## src/rtl/inst_fetch_unit_if.sv

```systemverilog
// Fetch-stage bus: redirect/stall controls from decode, ROM address/data,
// and the IF/ID register presented downstream.
interface inst_fetch_unit_if #(
    parameter int PC_WIDTH = 5
);
    logic                stall;
    logic                halt_req;
    logic                branch_taken;
    logic [15:0]         branch_offset;
    logic                jump;
    logic [25:0]         jump_target;
    logic [31:0]         rom_inst;
    logic [PC_WIDTH-1:0] pc;
    logic [31:0]         if_inst;
    logic [PC_WIDTH-1:0] if_pc;
    logic                if_valid;
    logic                halted;

    modport master (
        input  stall, halt_req, branch_taken, branch_offset, jump, jump_target, rom_inst,
        output pc, if_inst, if_pc, if_valid, halted
    );

    modport slave (
        output stall, halt_req, branch_taken, branch_offset, jump, jump_target, rom_inst,
        input  pc, if_inst, if_pc, if_valid, halted
    );
endinterface

```

## src/rtl/inst_fetch_unit.sv

```systemverilog
// Instruction fetch stage: owns the PC, latches ROM output into IF/ID,
// handles branch/jump redirects with a one-bubble squash, stall and halt.
module inst_fetch_unit #(
    parameter int PC_WIDTH = 5,
    parameter int RESET_PC = 0
) (
    input  logic               clk,
    input  logic               rst,
    inst_fetch_unit_if.master  bus
);
    typedef enum logic [1:0] {BOOT, RUN, HALT} state_t;

    state_t              state_q, state_d;
    logic [PC_WIDTH-1:0] pc_q, pc_d;
    logic [31:0]         inst_q, inst_d;
    logic [PC_WIDTH-1:0] ifpc_q, ifpc_d;
    logic                vld_q, vld_d;
    logic [PC_WIDTH-1:0] br_target;
    logic                unused_hi;

    // Offset/target bits above the PC width are discarded by the mod-2^N wrap.
    assign unused_hi = ^{bus.branch_offset[15:PC_WIDTH], bus.jump_target[25:PC_WIDTH]};
    assign br_target = ifpc_q + PC_WIDTH'(1) + bus.branch_offset[PC_WIDTH-1:0];

    always_ff @(posedge clk) begin
        if (rst) begin
            state_q <= BOOT;
            pc_q    <= PC_WIDTH'(RESET_PC);
            inst_q  <= '0;
            ifpc_q  <= '0;
            vld_q   <= 1'b0;
        end else begin
            state_q <= state_d;
            pc_q    <= pc_d;
            inst_q  <= inst_d;
            ifpc_q  <= ifpc_d;
            vld_q   <= vld_d;
        end
    end

    always_comb begin
        state_d = state_q;
        pc_d    = pc_q;
        inst_d  = inst_q;
        ifpc_d  = ifpc_q;
        vld_d   = vld_q;
        unique case (state_q)
            BOOT: begin
                if (!bus.stall) begin
                    inst_d  = bus.rom_inst;
                    ifpc_d  = pc_q;
                    vld_d   = 1'b1;
                    pc_d    = pc_q + PC_WIDTH'(1);
                    state_d = RUN;
                end
            end
            RUN: begin
                if (bus.halt_req) begin
                    state_d = HALT;
                    vld_d   = 1'b0;
                end else if (vld_q && (bus.jump || bus.branch_taken)) begin
                    // Squash the wrong-path word currently being read at pc.
                    pc_d   = bus.jump ? bus.jump_target[PC_WIDTH-1:0] : br_target;
                    inst_d = '0;
                    vld_d  = 1'b0;
                end else if (!bus.stall) begin
                    inst_d = bus.rom_inst;
                    ifpc_d = pc_q;
                    vld_d  = 1'b1;
                    pc_d   = pc_q + PC_WIDTH'(1);
                end
            end
            HALT: vld_d = 1'b0;
            default: state_d = BOOT;
        endcase
    end

    assign bus.pc       = pc_q;
    assign bus.if_inst  = inst_q;
    assign bus.if_pc    = ifpc_q;
    assign bus.if_valid = vld_q;
    assign bus.halted   = (state_q == HALT);
endmodule

```

## src/flat_wrapper.sv

```systemverilog
// flat-port wrapper written by rule: the top's interface ports become plain ports
module inst_fetch_unit_flat 
#(
    parameter int PC_WIDTH = 5,
    parameter int RESET_PC = 0
)
  (clk, rst, bus_stall, bus_halt_req, bus_branch_taken, bus_branch_offset, bus_jump, bus_jump_target, bus_rom_inst, bus_pc, bus_if_inst, bus_if_pc, bus_if_valid, bus_halted);
  inst_fetch_unit_if #(.PC_WIDTH(PC_WIDTH)) bus_i ();
  input  logic clk;
  input  logic rst;
  input wire logic [$bits(bus_i.stall)-1:0] bus_stall;
  input wire logic [$bits(bus_i.halt_req)-1:0] bus_halt_req;
  input wire logic [$bits(bus_i.branch_taken)-1:0] bus_branch_taken;
  input wire logic [$bits(bus_i.branch_offset)-1:0] bus_branch_offset;
  input wire logic [$bits(bus_i.jump)-1:0] bus_jump;
  input wire logic [$bits(bus_i.jump_target)-1:0] bus_jump_target;
  input wire logic [$bits(bus_i.rom_inst)-1:0] bus_rom_inst;
  output wire logic [$bits(bus_i.pc)-1:0] bus_pc;
  output wire logic [$bits(bus_i.if_inst)-1:0] bus_if_inst;
  output wire logic [$bits(bus_i.if_pc)-1:0] bus_if_pc;
  output wire logic [$bits(bus_i.if_valid)-1:0] bus_if_valid;
  output wire logic [$bits(bus_i.halted)-1:0] bus_halted;
  assign bus_i.stall = bus_stall;
  assign bus_i.halt_req = bus_halt_req;
  assign bus_i.branch_taken = bus_branch_taken;
  assign bus_i.branch_offset = bus_branch_offset;
  assign bus_i.jump = bus_jump;
  assign bus_i.jump_target = bus_jump_target;
  assign bus_i.rom_inst = bus_rom_inst;
  assign bus_pc = bus_i.pc;
  assign bus_if_inst = bus_i.if_inst;
  assign bus_if_pc = bus_i.if_pc;
  assign bus_if_valid = bus_i.if_valid;
  assign bus_halted = bus_i.halted;
  inst_fetch_unit #(.PC_WIDTH(PC_WIDTH), .RESET_PC(RESET_PC)) u_core (.clk(clk), .rst(rst), .bus(bus_i));
endmodule
```

## config.mk

```make
export PLATFORM = sky130hd
export DESIGN_NAME = inst_fetch_unit_flat
export DESIGN_NICKNAME = d
export VERILOG_FILES = /design/src/rtl/inst_fetch_unit_if.sv /design/src/rtl/inst_fetch_unit.sv /design/src/flat_wrapper.sv
export SDC_FILE = /design/constraint.sdc
export NUM_CORES = 1
export LEC_CHECK = 0
export ABC_AREA = 0
export BUFFER_PORTS_ARGS = -buffer_cell sky130_fd_sc_hd__buf_2
export CAP_MARGIN = 25
export CORE_UTILIZATION = 39
export CTS_CLUSTER_SIZE = 24
export DETAILED_ROUTE_END_ITERATION = 10
export PLACE_DENSITY = 0.76
export SLEW_MARGIN = 10
export SYNTH_ARGS = -nofsm -noshare
export SYNTH_HDL_FRONTEND = slang
export SYNTH_SLANG_ARGS = --single-unit
```

## constraint.sdc

```tcl
create_clock -name clk -period 1.8 [get_ports clk]
set_clock_uncertainty 0.05 [all_clocks]
set_input_delay 0.54 -clock clk [delete_from_list [all_inputs] [get_ports clk]]
set_output_delay 0.54 -clock clk [all_outputs]
set_load 0.02 [all_outputs]
```

Yosys cells after proc, flatten, opt, wreduce, memory -nomap -nowiden
Index checks and enable logic that the tools add are counted.

operators by class
  equal/unequal tests = 6
  bitwise gates (word level) = 1
  add/sub/neg operators = 3
  multiplexer cells = 20
  reduce and logical (&&, ||, !) cells = 8

operators by type and width
  operator               count
  $mux W32               3
  $pmux W32 S2           1
  $mux W5                7
  $pmux W5 S2            2
  $add A5 B1 Y5 const B  2
  $ne A2 B2 Y1 const B   4
  $pmux W2 S3            1
  $reduce_and A3 Y1      2
  $add A5 B5 Y5          1
  $mux W2                2
  $mux W1                3
  $pmux W1 S3            1
  $reduce_bool A3 Y1     1
  $eq A2 B1 Y1 const B   1
  $eq A2 B2 Y1 const B   1
  $logic_not A2 Y1       1
  $reduce_and A2 Y1      1
  $reduce_bool A2 Y1     1
  $logic_and A1 B1 Y1    1
  $logic_or A1 B1 Y1     1
  $not A1 Y1             1

word-level totals
  input port bits = 80
  bits in registers = 45
  word-level logic and storage cells = 43

Longest topological paths before layout
  depth in word-level cells = 6
  mapped depth = 9
  depth with buffers taken out = 7

Worst setup path after synthesis
OpenSTA, ideal clock, no wires.

  path kind = input port to flip-flop
  start = in bus_branch_offset[0]
  end = reg u_core.pc_q[1], in the netlist u_core.bus.pc[1]
  data arrival time = 1.745 ns
  library setup time = 0.071 ns
  path buffers = 0
  stages = 7
  setup slack = -0.065 ns
  path through = inv_1 ha_1 fa_1 or2_2 a21oi_1 o21ai_0 a21oi_1

between the ends
  word-level cells in the longest chain between the ends = 5

RTL lines
  element                 RTL line               source
  start: declaration      flat_wrapper.sv:14     input wire logic [$bits(bus_i.branch_offset)-1:0] bus_branch_offset;
  $add A5 B5 Y5           inst_fetch_unit.sv:23  assign br_target = ifpc_q + PC_WIDTH'(1) + bus.branch_offset[PC_WIDTH-1:0];
  $mux W5                 inst_fetch_unit.sv:63  pc_d = bus.jump ? bus.jump_target[PC_WIDTH-1:0] : br_target;
  $mux W5                 inst_fetch_unit.sv:61  end else if (vld_q && (bus.jump || bus.branch_taken)) begin
  $mux W5                 inst_fetch_unit.sv:58  if (bus.halt_req) begin
  $pmux W5 S2             inst_fetch_unit.sv:47  unique case (state_q)
  end signal: assignment  inst_fetch_unit.sv:28  pc_q <= PC_WIDTH'(RESET_PC);
  end signal: assignment  inst_fetch_unit.sv:34  pc_q <= pc_d;
  end: declaration        inst_fetch_unit.sv:14  logic [PC_WIDTH-1:0] pc_q, pc_d;

No other way between the ends. The select of a mux whose other input is x is not followed.
A chain may end at the register's enable or synchronous reset.

Final worst setup path
  start = reg u_core.state_q[0]
  end = out bus_halted

between the ends
  word-level cells in the longest chain between the ends = 1

RTL lines
  element                   RTL line               source
  start: declaration        inst_fetch_unit.sv:13  state_t state_q, state_d;
  start signal: assignment  inst_fetch_unit.sv:33  state_q <= state_d;
  $eq A2 B2 Y1              inst_fetch_unit.sv:82  assign bus.halted = (state_q == HALT);
  end: declaration          flat_wrapper.sv:22     output wire logic [$bits(bus_i.halted)-1:0] bus_halted;

No other way between the ends.

==> impl_metrics.ini <==
[timing]
slew_headroom_pct = 76.2
hold_viol = 0
tightest_slew_ns = 0.356
clock.fmax_mhz = 589
setup_viol = 0
rsz0062_at_grt = false
post-route-min-period_ns = 1.70
whs_ns = 0.403
period_share_pct = 94.4
drv_slew = 0

[clock_tree]
post-cts-setup-buffers = 0
cts.sink_count = 45
cts_tree = built
cts-htree-levels = 2
clk_latency_ns = 0.30
ctsRootBufferMaster = clkbuf_8
numCtsBuffers = 5
clock_path_buffers = 2
clk_pin_slew_ns = 0.08

[yosys]
yosysUniqueCellTypes = 40
ys_ff_latch = 45
yosysSeqAreaShare_pct = 42.8
syn_nets = 346
syn_avg_cell_area_um2 = 8.23
synth_area_mm2 = 0.00211
yosysWarnings = 0
synthCells = 256

[power_and_ir_drop]
combPwrFrac_pct = 39.4
clockPowerShare_pct = 22.8
p_leak_nw = 1.32
ir_drop_v = 0.000491
powerDensity_mw_per_mm2 = 1180
p_int_w = 0.00212
p_sw_w = 0.00122
pwr-share-seq_pct = 37.8
netSwitchingFraction_pct = 36.6

[setup_path]
critPathLaunch = u_core.state_q[0]$_SDFFE_PP0P_
cp.arrival_ns = 1.11
cp_slowest_cell = dfxtp_2
cp-start-kind = flip-flop
slowest_delay_ns = 0.36
critical-path-top-delay-family = flip-flops
worst-path-buf-inv = 2
worst-setup-path-type = reg2out
worstReg2RegStart = u_core.state_q[0]$_SDFFE_PP0P_
crit_chain = inv_1 > ha_1 > buf_2
crit_fanout = 3
endpoint_kind = output port
critPathRequiredTime_ns = 1.21

[grt]
grt_start_max_net_pins = 21
grt_antenna_before_repair = 0
gr-total-overflow = 0
grt_usage_pct = 17.6
grt_pass1_vias = 1718
grt_first_pass_wirelength_mm = 7.64

[detailed_routing]
finalWirelength_mm = 4.98
avgRoutedWirePerCell_um = 11.7
vias = 2043
viasPerCell = 4.78
drt_iter0_drc = 51
drc = 0
drtAntennaViolNets = 0
dr.pass1.iters = 4

[run_status]
status = complete, no violations

[place]
dp.cells = 419
io_buffers = 91
place_congestion = 0.807
dp_hpwl_mm = 3.66

[floorplanning]
dieHeight_um = 75.5
std_cell_rows = 26
die_x_um = 75.5
num_io_pins = 124
start_util_pct = 41.0
core_area_mm2 = 0.00514
die-area_mm2 = 0.00570

[final_layout]
n_antenna_cell = 0
drive_above_1_share_pct = 36.4
area_growth_pct = 34.9
final_net_count = 446
layout.cells.most_common = buf_2
most-common-layout-cells = 91 x buf_2, 71 x nand2_1, 44 x a21oi_1
final_cells = 427

[run]
max_cap_viol_count = 0

[min_path]
min_from = u_core.bus.if_inst[17]$_SDFFE_PP0P_
hp-class = reg2reg
[cells in the mapped netlist (all sizes together)]
cell | number | area (µm²)
ha | 9 | 113
nor2b | 3 | 18.8
inv | 8 | 30.0
nor3 | 2 | 10.0
o211a | 1 | 10.0
buf | 14 | 104
xor2 | 1 | 8.76
nand3b | 3 | 22.5
clkbuf | 2 | 7.51
a31oi | 2 | 12.5
a2111oi | 1 | 10.0
mux2i | 3 | 30.0
o311a | 2 | 20.0
a21oi | 47 | 246
a21o | 2 | 15.0
o211ai | 2 | 15.0
nand3 | 1 | 5.00
fa | 1 | 20.0
a32oi | 1 | 8.76
nand2 | 71 | 267
dfxtp | 45 | 901
nor2 | 12 | 45.0
or2 | 2 | 12.5
a22o | 1 | 8.76
nor3b | 2 | 15.0
nand4b | 2 | 17.5
o21ai | 5 | 28.8
a211oi | 4 | 42.5
nand2b | 4 | 35.0
xnor2 | 1 | 8.76
a31o | 1 | 8.76
a311oi | 1 | 8.76
[flip-flops by register name, indices dropped and copies added, names as in the netlist]
register             cells
u_core.state_q           2
u_core.bus.if_pc         5
u_core.bus.pc            5
u_core.bus.if_valid      1
u_core.bus.if_inst      32
[cell type report]
class / instances / area, µm²
clock buffer: 6 / 72.6
clock inverter: 2 / 38.8
fill: 500 / 2300
inverter: 8 / 30.0
multi-input combinational: 187 / 1080
sequential: 45 / 903
tap: 70 / 87.6
timing repair buffer: 109 / 628
[per-stage QoR]
stage	instance area, µm²	TNS [ns]	setup WS (ns)	power (W)	util [%]
finish	2840	0	0.101	0.00334	55.3
global route	2840	0	0.00898	0.00357	55.3
CTS	2830	0	0.0121	0.00337	55.1
detailed placement	2720	-0.432	-0.164	0.00260	52.9
global placement	2720	-0.398	-0.151	0.00257	52.9
floorplan	2120	0	0.00381	0.00219	-
[layer usage]
layer  part of all wire (%)  track usage, %  routed length, µm  vias up
met5                      0               0                  0        -
li1                       -               -                  -     1063
met3                    6.8            4.37                340        7
met4                    1.1            6.17                 57        0
met1                     45            21.1               2240      895
met2                     47            30.7               2340       78
[worst min-delay path, stage by stage, from the launching register on]
cell,delay (ns)
dfxtp_1,0.31
nand2_1,0.05
a21oi_1,0.05
[path summary, 6_finish.rpt]
path | endpoint | slack (ns) | cells past startpoint
min reg2reg | u_core.bus.if_inst[17]$_SDFFE_PP0P_ | 0.40 | 2
min | u_core.bus.if_inst[17]$_SDFFE_PP0P_ | 0.40 | 2
max reg2reg | u_core.bus.if_pc[4]$_SDFFE_PP0P_ | 0.12 | 7
max | bus_halted | 0.10 | 3
[power by group through the flow]
stage               Sequential (W)  Clock [W]  Combinational (W)
finish                     0.00126   0.000761            0.00131
global route               0.00129   0.000830            0.00145
CTS                        0.00126   0.000789            0.00132
detailed placement         0.00128          0            0.00132
global placement           0.00127          0            0.00130
floorplan                  0.00146          0           0.000731
[kinds of logic after synthesis]
family	after synthesis	share of synthesized area, %
xor+xnor	2	0.832
mux	3	1.43
buf+inv	24	6.71
simple gates	102	21.3
fa+ha+maj	10	6.30
compound gates	70	20.7
flops	45	42.8
[repair_timing]
| action | 4_1_cts | 5_1_grt |
|---|---|---|
| gates resized for setup | 0 | 5 |
| hold endpoints to repair | 0 | 0 |
| hold buffers | 0 | 0 |
| setup endpoints to repair | 0 | 34 |
Note: power is estimated with default switching activity, not from simulation.
